$ cat src/rtl/divider.sv
// -----------------------------------------------------------------------------
// divider
//   Sequential signed 32-bit integer divider using a non-restoring radix-2
//   algorithm. It produces one quotient bit per clock and uses a start/done
//   handshake. The result packs the remainder into the upper word and the
//   quotient into the lower word, which is the same HI/LO layout as the
//   multiplier's 64-bit product.
//
//   Handshake: a request is accepted on the rising edge where start=1 and the
//   FSM is in IDLE. The operands are captured on that edge only. start is
//   ignored while a division is in flight. done is a single-cycle pulse.
//   out and div_zero become valid on the edge that raises done, and they hold
//   until the next done. busy covers acceptance through the done cycle,
//   including the done cycle itself.
//
//   Latency from the accepting edge E0 to done:
//     normal        : done is high after E34 (load, 32 x CALC, FIX, DONE).
//     zero divisor  : done is high after E1 (only with DIVIDER_ZERO_CHECK_EN).
//
//   Optional feature (macro DIVIDER_ZERO_CHECK_EN):
//     defined   - A zero divisor skips the iterations. The result is
//                 out = {dividend, 32'hFFFFFFFF} and div_zero = 1.
//     undefined - There is no zero detection and div_zero is tied to 0.
//                 A zero divisor runs the full sequence.
//
//   Ports:
//     clk       in   1   rising-edge clock
//     clr_n     in   1   asynchronous active-low reset
//     start     in   1   division request, sampled in IDLE
//     dividend  in  32   signed numerator
//     divisor   in  32   signed denominator
//     busy      out  1   division in progress (through the done cycle)
//     done      out  1   one-cycle result strobe
//     out       out 64   {remainder, quotient}
//     div_zero  out  1   the result on out came from a zero divisor
//
//   The FSM state is observable as state_q (type divider.state_t).
// -----------------------------------------------------------------------------
module divider (
    input  logic        clk,
    input  logic        clr_n,
    input  logic        start,
    input  logic [31:0] dividend,
    input  logic [31:0] divisor,
    output logic        busy,
    output logic        done,
    output logic [63:0] out,
    output logic        div_zero
);

    typedef enum logic [1:0] {
        IDLE = 2'd0,
        CALC = 2'd1,
        FIX  = 2'd2,
        DONE = 2'd3
    } state_t;

    state_t      state_q, state_d;
    logic [32:0] rem_q,   rem_d;     // signed partial remainder
    logic [31:0] quo_q,   quo_d;     // dividend magnitude shifting out, quotient shifting in
    logic [32:0] dvs_q,   dvs_d;     // divisor magnitude; 33 bits so that 2^31 fits
    logic        sa_q,    sa_d;      // dividend sign
    logic        sb_q,    sb_d;      // divisor sign
    logic [4:0]  cnt_q,   cnt_d;     // iteration counter
    logic [63:0] out_q,   out_d;
    logic        done_q,  done_d;

`ifdef DIVIDER_ZERO_CHECK_EN
    logic        zero_q,  zero_d;    // the request in flight had a zero divisor
    logic        dz_q,    dz_d;
`endif

    logic [31:0] a_mag;
    logic [31:0] b_mag;
    logic [32:0] rem_sh;
    logic [32:0] rem_new;
    logic [31:0] q_signed;
    logic [31:0] r_signed;

    // -------------------------------------------------------------------------
    // Datapath helpers
    // -------------------------------------------------------------------------
    always_comb begin
        // The magnitude of -2^31 is 2^31. That value is still exact when it is
        // read as unsigned 32-bit.
        a_mag    = dividend[31] ? (32'd0 - dividend) : dividend;
        b_mag    = divisor[31]  ? (32'd0 - divisor)  : divisor;

        // Shift {R,Q} left by one. R stays within (-2D, 2D), so dropping the
        // old R[32] keeps its sign: the old R[31] becomes the new sign bit.
        rem_sh   = {rem_q[31:0], quo_q[31]};
        rem_new  = rem_q[32] ? (rem_sh + dvs_q) : (rem_sh - dvs_q);

        // Apply the operand signs. Results wrap mod 2^32, so
        // 0x80000000 / -1 gives 0x80000000.
        q_signed = (sa_q ^ sb_q) ? (32'd0 - quo_q) : quo_q;
        r_signed = sa_q ? (32'd0 - rem_q[31:0]) : rem_q[31:0];
    end

    // -------------------------------------------------------------------------
    // Next-state / next-value logic
    // -------------------------------------------------------------------------
    always_comb begin
        state_d = state_q;
        rem_d   = rem_q;
        quo_d   = quo_q;
        dvs_d   = dvs_q;
        sa_d    = sa_q;
        sb_d    = sb_q;
        cnt_d   = cnt_q;
        out_d   = out_q;
        done_d  = 1'b0;
`ifdef DIVIDER_ZERO_CHECK_EN
        zero_d  = zero_q;
        dz_d    = dz_q;
`endif

        case (state_q)
            IDLE: begin
                if (start) begin
                    sa_d    = dividend[31];
                    sb_d    = divisor[31];
                    quo_d   = a_mag;
                    dvs_d   = {1'b0, b_mag};
                    rem_d   = 33'd0;
                    cnt_d   = 5'd0;
                    state_d = CALC;
`ifdef DIVIDER_ZERO_CHECK_EN
                    zero_d  = 1'b0;
                    if (divisor == 32'd0) begin
                        // Park the raw dividend so that DONE can present it.
                        zero_d  = 1'b1;
                        quo_d   = dividend;
                        state_d = DONE;
                    end
`endif
                end
            end

            CALC: begin
                rem_d = rem_new;
                quo_d = {quo_q[30:0], ~rem_new[32]};
                cnt_d = cnt_q + 5'd1;
                if (cnt_q == 5'd31) begin
                    state_d = FIX;
                end
            end

            FIX: begin
                // A negative final remainder is restored once. The quotient
                // bits are already correct.
                if (rem_q[32]) begin
                    rem_d = rem_q + dvs_q;
                end
                state_d = DONE;
            end

            DONE: begin
                done_d  = 1'b1;
                out_d   = {r_signed, q_signed};
`ifdef DIVIDER_ZERO_CHECK_EN
                dz_d    = zero_q;
                if (zero_q) begin
                    out_d = {quo_q, 32'hFFFF_FFFF};
                end
`endif
                state_d = IDLE;
            end

            default: begin
                state_d = IDLE;
            end
        endcase
    end

    // -------------------------------------------------------------------------
    // State registers
    // -------------------------------------------------------------------------
    always_ff @(posedge clk or negedge clr_n) begin
        if (!clr_n) begin
            state_q <= IDLE;
            rem_q   <= 33'd0;
            quo_q   <= 32'd0;
            dvs_q   <= 33'd0;
            sa_q    <= 1'b0;
            sb_q    <= 1'b0;
            cnt_q   <= 5'd0;
            out_q   <= 64'd0;
            done_q  <= 1'b0;
`ifdef DIVIDER_ZERO_CHECK_EN
            zero_q  <= 1'b0;
            dz_q    <= 1'b0;
`endif
        end else begin
            state_q <= state_d;
            rem_q   <= rem_d;
            quo_q   <= quo_d;
            dvs_q   <= dvs_d;
            sa_q    <= sa_d;
            sb_q    <= sb_d;
            cnt_q   <= cnt_d;
            out_q   <= out_d;
            done_q  <= done_d;
`ifdef DIVIDER_ZERO_CHECK_EN
            zero_q  <= zero_d;
            dz_q    <= dz_d;
`endif
        end
    end

    // -------------------------------------------------------------------------
    // Outputs
    // -------------------------------------------------------------------------
    // The done pulse falls in a cycle where the FSM is already back in IDLE,
    // so busy has to include done_q.
    assign busy = (state_q != IDLE) || done_q;
    assign done = done_q;
    assign out  = out_q;
`ifdef DIVIDER_ZERO_CHECK_EN
    assign div_zero = dz_q;
`else
    assign div_zero = 1'b0;
`endif

endmodule

$ cat config.mk
export PLATFORM = sky130hd
export DESIGN_NAME = divider
export DESIGN_NICKNAME = d
export VERILOG_FILES = /design/src/rtl/divider.sv
export SDC_FILE = /design/constraint.sdc
export NUM_CORES = 1
export LEC_CHECK = 0
export ABC_AREA = 0
export CAP_MARGIN = 25
export CORE_MARGIN = 3
export CORE_UTILIZATION = 30
export DETAILED_ROUTE_END_ITERATION = 8
export SLEW_MARGIN = 40
export SYNTH_ARGS = -nofsm -noshare
export SYNTH_HDL_FRONTEND = slang
export SYNTH_SLANG_ARGS = --single-unit
$ cat constraint.sdc
create_clock -name clk -period 12.1 [get_ports clk]
set_clock_uncertainty 0.05 [all_clocks]
set_input_delay 1.21 -clock clk [delete_from_list [all_inputs] [get_ports clk]]
set_output_delay 1.21 -clock clk [all_outputs]
set_load 0.01 [all_outputs]
==> flow_summary.json <==
{
  "worst_pin_slew_ns": 0.893,
  "met1_usage_pct": 26.2,
  "ioPinCount": 134,
  "startpoint": "dvs_q[0]",
  "synth_top_area_share_pct": 31.9,
  "clockBufferDepth": 2,
  "hold_viol_final": 0,
  "ys_seq_elements": 171,
  "worstPathMaxFanout": 10,
  "floorplan.initialDensity_pct": 30.7,
  "clock_sinks": 171,
  "cts_hold_buf": 0,
  "use_met2_pct": 26.6,
  "cts.repair.resized": 0,
  "yosys_warnings": 0,
  "gr-usage-all-layers_pct": 17.6,
  "vdd_drop_max_mv": 0.131,
  "outcome": "complete, no violations",
  "antenna_found_initial": 1,
  "place_congestion": 0.922,
  "seq_power_share_pct": 23.5,
  "crit-reg2reg-launch": "dvs_q[0]",
  "post_cts_buffers": 0,
  "final_layout_size_suffix_gt1_share_pct": 4.43,
  "min_path_type": "register to register",
  "overflow": 0,
  "dp.cells": 2291,
  "die_h_um": 217,
  "fillers": 4529,
  "drtIter0Drc": 1048,
  "wire_per_inst_um": 17.8,
  "grt_pass1_wl_mm": 66.8,
  "die_area_mm2": 0.0472,
  "hpwl_mm": 32.0,
  "busiest_layer": "met2",
  "synth_flop_cell": "dfrtp_1",
  "synthesis.nets": 1781,
  "setup_viol": 0,
  "p_sw_mw": 2.67,
  "seq_area_mm2": 0.00428,
  "die_w_um": 217,
  "setup_ws_ns": 7.01,
  "met3_usage_pct": 2.44,
  "grt_pass1_vias": 11991,
  "fmaxAchievable_ghz": 0.196,
  "viasPerCell": 5.31,
  "rsz0062_at_grt": "false",
  "fin_crit_ns": 5.09,
  "synthDistinctLibCells": 73,
  "cp_cell_sequence": "inv_1 > ha_1 > nor3b_1 > nor4b_1 > and2_0 > nand2_1 > nor4_1 > nor2_1 > xor2_1 > ha_1 > and4_1 > nand3_1 > o31ai_1 > a31oi_1 > nand2_1 > and3_1 > mux2i_1 > o311ai_0",
  "wl_mm": 41.4,
  "detail-route-antenna-nets": 0,
  "grt_start_max_net_pins": 103,
  "postSynthCellCount": 1636,
  "max_cap_violations": 0,
  "clkTransAtPathRegs_ns": 0.07,
  "areaGrowthSynthToFinish_pct": 19.4,
  "core_mm2": 0.0436,
  "place_ws_ns": 6.92,
  "critical_path.startpoint_type": "register",
  "synth_edf_count": 0,
  "fin_cells": 2323,
  "drc": 0,
  "clock-root-buffer": "clkbuf_16",
  "post-synth-top-count-cell": "nand2_1",
  "p_leak_nw": 6.84,
  "crit_required_ns": 12.34,
  "netlist_area_mm2": 0.0134,
  "synth_top_area_cell": "dfrtp_1",
  "cts-buffers-inserted": 17,
  "htreeDepth": 4,
  "comb_power_share_pct": 64.6,
  "period_share_pct": 42.1,
  "hp-start": "cnt_q[4]",
  "internal_power_mw": 2.64,
  "cpPeakStageDelay_ns": 0.78,
  "slew_viol_final": 0,
  "clockPowerShare_pct": 12.0,
  "synth_seq_area_share_pct": 31.9,
  "switching_share_pct": 50.3,
  "cp.arrival_ns": 5.33,
  "cts_tree": "yes",
  "path_class": "register to register",
  "synth_common_cells": "nand2_1 (186), dfrtp_1 (171), nor2_1 (166)",
  "tns_ns": 0,
  "slew_headroom_pct": 39.6,
  "fin_nets": 1870,
  "async_flop_share_pct": 100,
  "multi_input_area_mm2": 0.00877,
  "clk_latency_ns": 0.45,
  "ys_top_cells_by_area": "dfrtp_1 (32%), xor2_1 (8.2%), ha_1 (7.1%)",
  "num_vias": 12324,
  "syn_avg_cell_area_um2": 8.19,
  "power_density_mw_per_mm2": 332,
  "num_rows": 76,
  "worst_path_max_delay_cell": "nor4b_1",
  "endpoint_kind": "register",
  "drtPass1Iterations": 5,
  "io_buffer_count": 132
}
[sequential cells by signal (all words and copies together) (netlist names)]
name,count
rem_q,33
quo_q,32
sb_q,1
state_q,2
dvs_q,32
done,1
out,64
sa_q,1
cnt_q,5
[metal layers]
| layer | part of all wire [%] | wire length, µm |
|---|---|---|
| met2 | 43 | 17700 |
| met5 | 0 | 0 |
| met4 | 2.1 | 861 |
| met1 | 49 | 20400 |
| met3 | 5.9 | 2460 |
[critical path, delay by kind of cell (launching register included)]
family / cells / cell delay, ns
xor gates and xnor gates: 1 / 0.17
and+or+nand+nor: 10 / 2.77
buffers and inverters: 1 / 0.09
adders and majority gates: 2 / 0.66
DFF: 1 / 0.45
AOI/OAI and AO/OA: 3 / 0.55
muxes: 1 / 0.20
[power groups by stage]
stage               clock network [mW]  logic [mW]  registers (mW)
floorplan                            0        2.41            1.14
global placement                     0        3.38            1.24
detailed placement                   0        3.40            1.25
CTS                              0.648        3.42            1.24
global route                     0.672        3.82            1.29
finish                           0.638        3.43            1.25
[stage by stage]
step | instance area, µm² | hold slack [ns] | power (mW) | utilization, %
after floorplan | 13400 | 0.395 | 3.55 | -
after global placement | 15300 | 0.408 | 4.62 | 35.0
after detailed placement | 15300 | 0.420 | 4.65 | 35.1
after CTS | 16000 | 0.442 | 5.31 | 36.6
after global routing | 16000 | 0.474 | 5.79 | 36.7
final | 16000 | 0.438 | 5.32 | 36.7
[cells by family (layout without fill, tap and decap cells)]
logic type	count (synthesis)	after routing	share of synthesized area (%)
other	1	2	0.0280
multiplexers	29	29	2.22
flip-flops	171	171	31.9
XOR/XNOR	200	200	13.1
AO/OA/AOI/OAI	495	495	23.1
adder cells (fa/ha/maj)	78	78	7.39
AND/OR/NAND/NOR	551	551	19.1
buffers and inverters	111	212	3.19
[placed cells by master, fill, tap and decap left out, drive strengths merged, types with 16 or more instances in the layout]
cell type	n
xnor2	75
o21ai	150
a21oi	148
xor2	125
dfrtp	171
nand2	186
clkbuf	18
nand3	27
clkdlybuf4s50	130
mux2i	23
o31ai	35
inv	43
o21a	16
a22oi	17
nor3	37
nor2	166
ha	76
a21o	26
or3	24
nor4	17
[path summary, 6_finish.rpt]
path / end / slack (ns) / cells past startpoint
worst max-delay path: quo_q[0] / 7.01 / 18
worst min-delay path: cnt_q[4] / 0.44 / 2
worst max register to register: quo_q[0] / 7.01 / 18
worst min register to register: cnt_q[4] / 0.44 / 2
max in group asynchronous: rem_q[26] / 10.20 / 2
min in group asynchronous: quo_q[13] / 0.72 / 1
[cell type report]
class	count	share of cell area, %
multi-input cells	1354	54.8
flip-flops and latches	171	26.7
repair buffers	144	8.84
well taps	585	4.57
clock buffers	18	2.74
clock inverters	13	1.42
inverters	37	0.868
diodes	1	0.0156
Power figures use the tool's default switching activity.
==> variant (config.mk and constraints unchanged) <==
Register the input `start` before use, with the module's reset. The logic sees it one clock later. The other inputs are not delayed to match.
--- a/src/rtl/divider.sv
+++ b/src/rtl/divider.sv
@@ -57,2 +57,12 @@
 
+    logic start_q;
+
+    always_ff @(posedge clk or negedge clr_n) begin
+        if (!clr_n) begin
+            start_q <= '0;
+        end else begin
+            start_q <= start;
+        end
+    end
+
     state_t      state_q, state_d;
@@ -119,3 +129,3 @@
             IDLE: begin
-                if (start) begin
+                if (start_q) begin
                     sa_d    = dividend[31];
Behaviour: not the same (a bounded check fails within 4 cycles, from zero or initial values).
==> variant against the unedited design <==
- setup slack better by 190 ps
- area after synthesis down 3.1%
- core utilization down 0.12 points
- non-clock buffer count is 1 higher
- combinational power is 2% lower
- cell area shrank 3.4%
- fmax increased by 3.8%
- critical path depth stayed put
- sequential share of layout area grew 1.1 points
- sequential cell count rose by 1
- routed wire length down 12%
- power shrank 3.4%
- critical endpoint unchanged
- largest cell class unchanged
- largest power group unchanged
- highest routed layer unchanged
==> variant: results <==
metrics = {
    "final_layout": {
        "diodes": 0,
        "instances_no_fill": 2253,
        "layout.nets": 1809,
        "nFillCells": 4314,
        "drive_gt1_share_pct": 5.07,
    },
    "critical_path": {
        "cp_slowest_cell": "nor4_1",
        "cp_max_fo": 7,
        "crit_arrival_ps": 5210,
        "r2r-start": "dvs_q[1]$_DFFE_PN0P_",
        "regToRegSetupSlack_ps": 7200,
    },
    "power_and_ir_drop": {
        "p_sw_mw": 2.55,
        "peakVddDrop_mv": 0.126,
        "p_clk_share_pct": 10.7,
        "leakage_nw": 6.67,
        "p_sw_share_pct": 49.6,
    },
    "placed_design": {
        "postPlaceCellArea_um2": 14900,
        "dp.cells": 2220,
        "place_congestion": 0.881,
        "post-place-ws_ps": 7130,
        "dp_hpwl_um": 28100,
    },
    "logic_synthesis": {
        "synth_xor_area_share_pct": 14.1,
        "synthMuxAreaShare_pct": 2.19,
        "yosys-top-cells-area": "dfrtp_1 (33%), xor2_1 (9.7%), ha_1 (7.4%)",
        "synthesis.nets": 1715,
        "ys_seq_area_share_pct": 33.1,
        "yosys-top-cells-count": "nand2_1 (183), dfrtp_1 (172), a21oi_1 (157)",
        "syn_avg_cell_area_um2": 8.28,
        "synth-adder-area-share_pct": 7.72,
        "synth_compound_area_share_pct": 22.3,
    },
    "grt": {
        "grt_pass1_vias": 11400,
        "grt_max_degree": 88,
        "grtUsageTotal_pct": 15.8,
        "gr-usage-met1_pct": 22.7,
        "antenna_found_initial": 0,
        "grt.met3_usage_pct": 2.72,
        "grt_pass1_wl_um": 59800,
        "grt_use_met2_pct": 24.9,
    },
    "routing": {
        "viasPerCell": 5.14,
        "drtIter0Drc": 932,
        "route.met2.wl_um": 16000,
        "route.met3.wl_um": 1940,
        "met1_length_um": 18100,
        "wire_per_inst_um": 16.2,
    },
    "timing": {
        "fin_crit_sh_pct": 40.5,
        "max_slew_margin_pct": 49.5,
        "hold_ws_ps": 448,
    },
    "outcome": {
        "status": "finished, final reports clean",
    },
}
==> variant: changes by cell type in the layout (fill, tap and decap cells not counted), moves of 10 or more <==
cell | before | now
xor2_1 | 124 | 144
mux2i_1 | 23 | 7
nor2_1 | 165 | 151
or3_1 | 24 | 14
mux2_2 | 6 | 19
==> variant: layout make-up <==
cell class	count	area, um2	share of cell area (%)
Inverter	29	109	0.704
Tap cell	577	722	4.67
Timing Repair Buffer	145	1430	9.25
Multi-Input combinational cell	1298	8330	53.8
Sequential cell	172	4300	27.8
Clock inverter	15	149	0.963
Clock buffer	17	425	2.75
==> variant: worst max-delay path by stage <==
stage                                 endpoint
final                     quo_q[0]$_DFFE_PN0P_
after global routing      quo_q[0]$_DFFE_PN0P_
after CTS                 quo_q[0]$_DFFE_PN0P_
after detailed placement  quo_q[0]$_DFFE_PN0P_
after global placement    quo_q[0]$_DFFE_PN0P_
after floorplan           quo_q[0]$_DFFE_PN0P_
